## src/rtl/jellyvl_etherneco_pkg.sv

```systemverilog
// Shared constants and types for the EtherNeco ring-bus time-sync blocks.
package jellyvl_etherneco_pkg;

  // Packet type of a time-sync command
  localparam logic [7:0] TIMSYNC = 8'h10;

  // Bit indices inside the flags byte
  localparam int unsigned FLAG_OVERRIDE = 0;
  localparam int unsigned FLAG_CORRECT  = 1;

  // Payload layout (byte positions)
  localparam int unsigned FLAGS_POS  = 0;
  localparam int unsigned TIME_POS   = 1;
  localparam int unsigned TIME_BYTES = 8;
  localparam int unsigned SLOT_BASE  = 9;
  localparam int unsigned SLOT_SIZE  = 4;

  typedef enum logic [1:0] {
    IDLE,
    RECV,
    APPLY
  } responder_state_t;

endpackage

```

## src/rtl/jellyvl_etherneco_synctimer_timer.sv

```systemverilog
// Free-running local timer with absolute load and low-pass corrected adjust.
// o_offset is the saturated signed difference (i_target - current time).
module jellyvl_etherneco_synctimer_timer #(
  parameter int unsigned TIMER_WIDTH     = 64,
  parameter int unsigned NUMERATOR       = 8,
  parameter int unsigned OFFSET_WIDTH    = 24,
  parameter int unsigned OFFSET_LPF_GAIN = 4
) (
  input  logic                    clk,
  input  logic                    reset,
  input  logic                    i_override,
  input  logic                    i_correct,
  input  logic [TIMER_WIDTH-1:0]  i_target,
  output logic [TIMER_WIDTH-1:0]  o_current_time,
  output logic [OFFSET_WIDTH-1:0] o_offset
);

  localparam logic [TIMER_WIDTH-1:0] STEP = TIMER_WIDTH'(NUMERATOR);
  localparam logic signed [TIMER_WIDTH-1:0] OFS_MAX =
    {{(TIMER_WIDTH-OFFSET_WIDTH+1){1'b0}}, {(OFFSET_WIDTH-1){1'b1}}};
  localparam logic signed [TIMER_WIDTH-1:0] OFS_MIN =
    {{(TIMER_WIDTH-OFFSET_WIDTH+1){1'b1}}, {(OFFSET_WIDTH-1){1'b0}}};

  logic        [TIMER_WIDTH-1:0]  r_time;
  logic signed [TIMER_WIDTH-1:0]  w_diff;
  logic signed [OFFSET_WIDTH-1:0] w_offset;
  logic signed [OFFSET_WIDTH-1:0] w_shift;
  logic        [TIMER_WIDTH-1:0]  w_corr;

  // Saturate the modular difference to the offset width, then scale by the LPF gain
  always_comb begin
    w_diff = signed'(i_target - r_time);
    if (w_diff > OFS_MAX) begin
      w_offset = OFS_MAX[OFFSET_WIDTH-1:0];
    end else if (w_diff < OFS_MIN) begin
      w_offset = OFS_MIN[OFFSET_WIDTH-1:0];
    end else begin
      w_offset = w_diff[OFFSET_WIDTH-1:0];
    end
    w_shift = w_offset >>> OFFSET_LPF_GAIN;
    w_corr  = {{(TIMER_WIDTH-OFFSET_WIDTH){w_shift[OFFSET_WIDTH-1]}}, w_shift};
  end

  // Timer advance: a load or correction replaces the plain increment for that cycle
  always_ff @(posedge clk or negedge reset) begin
    if (!reset) begin
      r_time <= '0;
    end else if (i_override) begin
      r_time <= i_target + STEP;
    end else if (i_correct) begin
      r_time <= r_time + STEP + w_corr;
    end else begin
      r_time <= r_time + STEP;
    end
  end

  assign o_current_time = r_time;
  assign o_offset       = w_offset;

endmodule

```

## src/rtl/jellyvl_etherneco_synctimer_responder.sv

```systemverilog
// Slave-node time-sync responder: parses sync commands, maintains the local
// timer and stamps its own receive time into its payload slot.
module jellyvl_etherneco_synctimer_responder
  import jellyvl_etherneco_pkg::*;
#(
  parameter int unsigned TIMER_WIDTH     = 64,
  parameter int unsigned NUMERATOR       = 8,
  parameter int unsigned OFFSET_WIDTH    = 24,
  parameter int unsigned OFFSET_LPF_GAIN = 4,
  parameter int unsigned RX_LATENCY      = 16,
  parameter logic [7:0]  PACKET_TYPE     = TIMSYNC
) (
  input  logic                    clk,
  input  logic                    reset,
  input  logic [7:0]              node_id,
  output logic [TIMER_WIDTH-1:0]  current_time,
  input  logic                    rx_start,
  input  logic                    rx_end,
  input  logic                    rx_error,
  input  logic [7:0]              rx_type,
  input  logic [7:0]              rx_node,
  input  logic                    payload_first,
  input  logic                    payload_last,
  input  logic [15:0]             payload_pos,
  input  logic [7:0]              payload_data,
  input  logic                    payload_valid,
  output logic [7:0]              replace_data,
  output logic                    replace_valid,
  output logic                    sync_valid,
  output logic [OFFSET_WIDTH-1:0] sync_offset
);

  localparam logic [3:0] MIN_BYTES = 4'(TIME_POS + TIME_BYTES);

  responder_state_t        r_state;
  responder_state_t        w_next;
  logic [TIMER_WIDTH-1:0]  r_rx_time;
  logic [1:0]              r_flags;
  logic [63:0]             r_master_time;
  logic [3:0]              r_count;
  logic [OFFSET_WIDTH-1:0] r_sync_offset;

  logic                    w_start;
  logic                    w_recv_byte;
  logic                    w_override;
  logic                    w_correct;
  logic [TIMER_WIDTH-1:0]  w_time;
  logic [TIMER_WIDTH-1:0]  w_target;
  logic [OFFSET_WIDTH-1:0] w_offset;
  logic [31:0]             w_slot_base;
  logic [31:0]             w_slot_rel;
  logic                    w_in_slot;
  logic                    w_unused;

  // Header fields not needed here; payload framing comes from payload_pos
  assign w_unused = ^{rx_node, payload_first, payload_last};

  assign w_start     = rx_start && (rx_type == PACKET_TYPE);
  assign w_recv_byte = (r_state == RECV) && payload_valid && !rx_start;
  assign w_target    = TIMER_WIDTH'(r_master_time) + TIMER_WIDTH'(RX_LATENCY)
                     + (w_time - r_rx_time);

  // Next-state and apply decode; any new header restarts or aborts the capture
  always_comb begin
    w_next     = r_state;
    w_override = 1'b0;
    w_correct  = 1'b0;
    unique case (r_state)
      IDLE: w_next = IDLE;
      RECV: begin
        if (rx_error) begin
          w_next = IDLE;
        end else if (rx_end) begin
          w_next = (r_count >= MIN_BYTES) ? APPLY : IDLE;
        end
      end
      APPLY: begin
        w_next     = IDLE;
        w_override = r_flags[FLAG_OVERRIDE];
        w_correct  = r_flags[FLAG_CORRECT] && !r_flags[FLAG_OVERRIDE];
      end
      default: w_next = IDLE;
    endcase
    if (rx_start) begin
      w_next = w_start ? RECV : IDLE;
    end
    sync_valid = w_override || w_correct;
  end

  // State register
  always_ff @(posedge clk or negedge reset) begin
    if (!reset) begin
      r_state <= IDLE;
    end else begin
      r_state <= w_next;
    end
  end

  // Capture of receive time, flags and master time; latch the offset on apply
  always_ff @(posedge clk or negedge reset) begin
    if (!reset) begin
      r_rx_time     <= '0;
      r_flags       <= '0;
      r_master_time <= '0;
      r_count       <= '0;
      r_sync_offset <= '0;
    end else begin
      if (w_start) begin
        r_rx_time     <= w_time;
        r_flags       <= '0;
        r_master_time <= '0;
        r_count       <= '0;
      end else if (w_recv_byte) begin
        if (r_count < MIN_BYTES) begin
          r_count <= r_count + 4'd1;
        end
        if (payload_pos == 16'(FLAGS_POS)) begin
          r_flags <= payload_data[1:0];
        end
        for (int unsigned i = 0; i < TIME_BYTES; i++) begin
          if (payload_pos == 16'(TIME_POS + i)) begin
            r_master_time[i*8 +: 8] <= payload_data;
          end
        end
      end
      if (w_override || w_correct) begin
        r_sync_offset <= w_offset;
      end
    end
  end

  // Own-slot substitution of rx_time[31:0], little-endian; node 0 has no slot
  always_comb begin
    w_slot_base   = 32'(SLOT_BASE) + 32'(SLOT_SIZE) * (32'(node_id) - 32'd1);
    w_slot_rel    = 32'(payload_pos) - w_slot_base;
    w_in_slot     = (node_id != 8'd0) && (32'(payload_pos) >= w_slot_base)
                  && (w_slot_rel < 32'(SLOT_SIZE));
    replace_valid = payload_valid && (r_state == RECV) && w_in_slot;
    replace_data  = '0;
    if (replace_valid) begin
      replace_data = r_rx_time[{w_slot_rel[1:0], 3'b000} +: 8];
    end
  end

  jellyvl_etherneco_synctimer_timer #(
    .TIMER_WIDTH     (TIMER_WIDTH),
    .NUMERATOR       (NUMERATOR),
    .OFFSET_WIDTH    (OFFSET_WIDTH),
    .OFFSET_LPF_GAIN (OFFSET_LPF_GAIN)
  ) u_timer (
    .clk            (clk),
    .reset          (reset),
    .i_override     (w_override),
    .i_correct      (w_correct),
    .i_target       (w_target),
    .o_current_time (w_time),
    .o_offset       (w_offset)
  );

  assign current_time = w_time;
  assign sync_offset  = r_sync_offset;

endmodule

```

## config.mk

```make
export PLATFORM = sky130hd
export DESIGN_NAME = jellyvl_etherneco_synctimer_responder
export DESIGN_NICKNAME = d
export VERILOG_FILES = /design/src/rtl/jellyvl_etherneco_pkg.sv /design/src/rtl/jellyvl_etherneco_synctimer_timer.sv /design/src/rtl/jellyvl_etherneco_synctimer_responder.sv
export SDC_FILE = /design/constraint.sdc
export NUM_CORES = 1
export LEC_CHECK = 0
export ABC_AREA = 1
export BUFFER_PORTS_ARGS = -buffer_cell sky130_fd_sc_hd__buf_2
export CAP_MARGIN = 15
export CORE_MARGIN = 4
export CORE_UTILIZATION = 45
export CTS_CLUSTER_SIZE = 12
export DETAILED_ROUTE_END_ITERATION = 6
export HOLD_SLACK_MARGIN = 0.12
export PLACE_DENSITY_LB_ADDON = 0.3
export SYNTH_ARGS = -nofsm -noshare
export SYNTH_HDL_FRONTEND = slang
export SYNTH_SLANG_ARGS = --single-unit
```

## constraint.sdc

```tcl
create_clock -name clk -period 10.9 [get_ports clk]
set_input_delay 2.725 -clock clk [delete_from_list [all_inputs] [get_ports clk]]
set_output_delay 2.725 -clock clk [all_outputs]
set_load 0.005 [all_outputs]
```

==> results.ini <==
[status]
outcome=finished clean

[logic_synthesis]
synthesis.area_sq_mm=0.0307
synth.yosys.seq_area_share_pct=18.2
synth_top_area_share_pct=18.2
ys.flop_type=dfrtp_1
syn_nets=5347
synth_cell_types=69
synth_area_leaders=dfrtp_1 (18%), nand2_1 (16%), ha_1 (11%), inv_1 (10%), nor2_1 (6.9%)
yosys_register_bits=224
synth_area_leader_cell=dfrtp_1
synth.avg_cell_area_sq_um=6.19
synth_edf_count=0
synth_warnings=0
async_reset_ff_share_pct=100
synthCells=4966

[min_path]
hold_start=r_master_time[62]
hold_class=flip-flop to flip-flop

[route]
wl_per_cell_microns=23.1
routed_via_density=5.64
drt-initial-drc-count=3539
drc=0
drt-total-wl_microns=140000
postRouteAntennaNets=0
vias=34200
drtPass1Iterations=6

[worst_setup_path]
criticalPathCategory=input port to primary output
r2r-end=u_timer.o_current_time[62]
critPathMaxFanout=9
crit_family=compound AO/OA/AOI/OAI gates
cp_slowest_cell=a2111oi_1
rr_worst_depth=52
crit_cells=29
critPathLaunchType=input port
startpoint=node_id[0]
setup.worst_path.end=replace_data[5]
critPathRequiredTime_ns=8.18
path_buf_inv=5
reg2reg_setup_slack_ns=0.60
max_stage_delay_ns=0.37
worstPathArrival_ns=7.65
r2r_start=u_timer.o_current_time[21]
critPathCaptureType=primary output
path_common_cell=ha_1

[clock_tree]
cts_tree=yes
htreeDepth=1
clk_latency_ns=0.61
cts_hold_buf=0
clockRootBuffer=clkbuf_16
clk_pin_slew_ns=0.06
cts_buffer_depth=3
numCtsBuffers=28
clkSinkCount=224

[power]
pwr-share-clk_pct=10.6
peakVddDrop_v=0.000193
power_frac_comb_pct=79.5
power.internal_mw=3.45
p_leak_nw=17.9
swShare_pct=61.3
p_sw_mw=5.46
power_frac_seq_pct=9.9
powerDensity_mw_per_mm2=262

[placement]
post-dp-hpwl_microns=120000
gp_congestion=1.06
dp_slack_ns=0.363
place_area_sq_mm=0.0330
numPortBuffers=143

[global_route]
grt.overflow.total=0
grt_pass1_vias=32100
grt_usage_pct=37.2
grt_pass1_wl_microns=203000
grt_max_degree=93
antenna_found_initial=6

[final_layout]
drive_gt1_share_pct=8.99
n_fill_cell=7317
multi_input_area_sq_mm=0.0217
final_area_sq_mm=0.0340
regArea_sq_mm=0.00561
syn2layout_area_growth_pct=10.6
fin_nets=5545
mostFrequentLayoutCells=nand2_1 (1340), inv_1 (821), nor2_1 (561), a21oi_1 (289), o21ai_0 (281)
finalCoreUtilization_pct=50.4
final_common_cell=nand2_1

[floorplan]
num_rows=95
die-area_sq_mm=0.0725
coreArea_sq_mm=0.0674
io_pins=154
die_y_microns=269
die_w_microns=269
start_util_pct=45.6

[sta]
final_min_period_over_clock_period_pct=95.2
slew_viol_final=0
hold_viol_final=0
skew_ns=0.0324
fin_ws_ns=0.523
finalCriticalPeriod_ns=10.38
worstMarginPinSlew_ns=1.20
fmax_mhz=96.4
setup_viol=0
slew_headroom_pct=20.0

[flow_run]
drv_cap=0

layout make-up:
| type | instances | area share (%) |
|---|---|---|
| Multi-Input combinational cell | 3812 | 63.9 |
| Sequential cell | 224 | 16.5 |
| Inverter | 862 | 9.57 |
| Timing Repair Buffer | 236 | 4.19 |
| Tap cell | 873 | 3.21 |
| Clock buffer | 38 | 2.29 |
| Clock inverter | 13 | 0.364 |
| Antenna cell | 1 | 0.00736 |
cells in the mapped netlist (5+ instances only):
master and count:
o21ai_2 7, clkbuf_1 57, inv_2 28, xor2_2 12, a31oi_1 56, nor4_1 33
o31ai_1 6, xor2_1 176, nor2_1 562, nand2_1 1340, o21a_1 6, a21o_1 19
nor3_1 82, nand2_2 27, nand3b_1 17, nor2_2 18, dfrtp_1 224, xnor2_1 51
o211ai_1 11, nor2_4 6, a21boi_0 7, o21bai_1 23, nand3_2 11, fa_1 65
o21ai_1 45, o21ai_0 283, nand4_1 74, nand3_1 231, o221ai_1 9, clkinv_1 10
a21oi_1 293, buf_1 5, ha_1 260, inv_1 824, or2_2 11, nor3_2 13
layer usage:
layer  track usage [%]  up-vias  part of all wire [%]
li1                  -    16300                     -
met1              52.1    16100                    43
met2              57.4     1460                    42
met3              7.81      245                    10
met4              12.6        6                   4.1
met5                 0        -                 0.026
worst reg2reg max path, delay by kind of cell (launching register included):
kind | cells | cell delay (ns)
xor+xnor | 1 | 0.35
buf+inv | 7 | 1.11
compound gates | 15 | 3.06
fa+ha+maj | 5 | 2.04
simple gates | 24 | 3.12
flops | 1 | 0.48
repair_timing:
item	4_1_cts	5_1_grt
resized for setup	0	32
buffers inserted	0	1
hold endpoints to repair	0	0
setup endpoints to repair	0	27
cells by family (layout without fill, tap and decap cells):
family,Yosys count,after routing,share of synthesized area (%)
flops,224,224,18.2
compound gates,798,798,14.4
xor+xnor,240,240,7.20
fa+ha+maj,325,325,14.8
other cells,0,1,0
buf+inv,930,1149,11.5
simple gates,2449,2449,33.8
power by group through the flow:
stage	combinational (mW)	clock [mW]	sequential, mW
after floorplan	4.78	0	0.885
after global placement	6.79	0	0.892
after detailed placement	6.79	0	0.894
after CTS	6.82	0.956	0.879
after global routing	7.75	0.983	0.882
final	7.08	0.946	0.881
worst min-delay path by stage:
stage / to / slack (ns) / cells after the start
after global routing: r_master_time[62] / 0.50 / 2
final: r_master_time[62] / 0.48 / 2
after detailed placement: r_master_time[14] / 0.47 / 2
after floorplan: r_master_time[0] / 0.45 / 2
after global placement: r_master_time[46] / 0.47 / 2
after CTS: r_master_time[42] / 0.49 / 2
registers in the layout (all words and copies together), names as in the netlist:
| name | flops |
|---|---|
| r_count | 4 |
| u_timer.o_current_time | 64 |
| r_rx_time | 64 |
| r_master_time | 64 |
| sync_offset | 24 |
| r_flags | 2 |
| r_state | 2 |
stage by stage:
stage	hold slack, ns	setup TNS (ns)	total power [mW]	instances
after floorplan	0.453	0	5.67	4966
after global placement	0.468	0	7.68	6006
after detailed placement	0.473	0	7.68	6006
after CTS	0.487	0	8.66	6057
after global routing	0.500	-0.000325	9.62	6058
final	0.479	0	8.91	6059
Power figures use the tool's default switching activity.
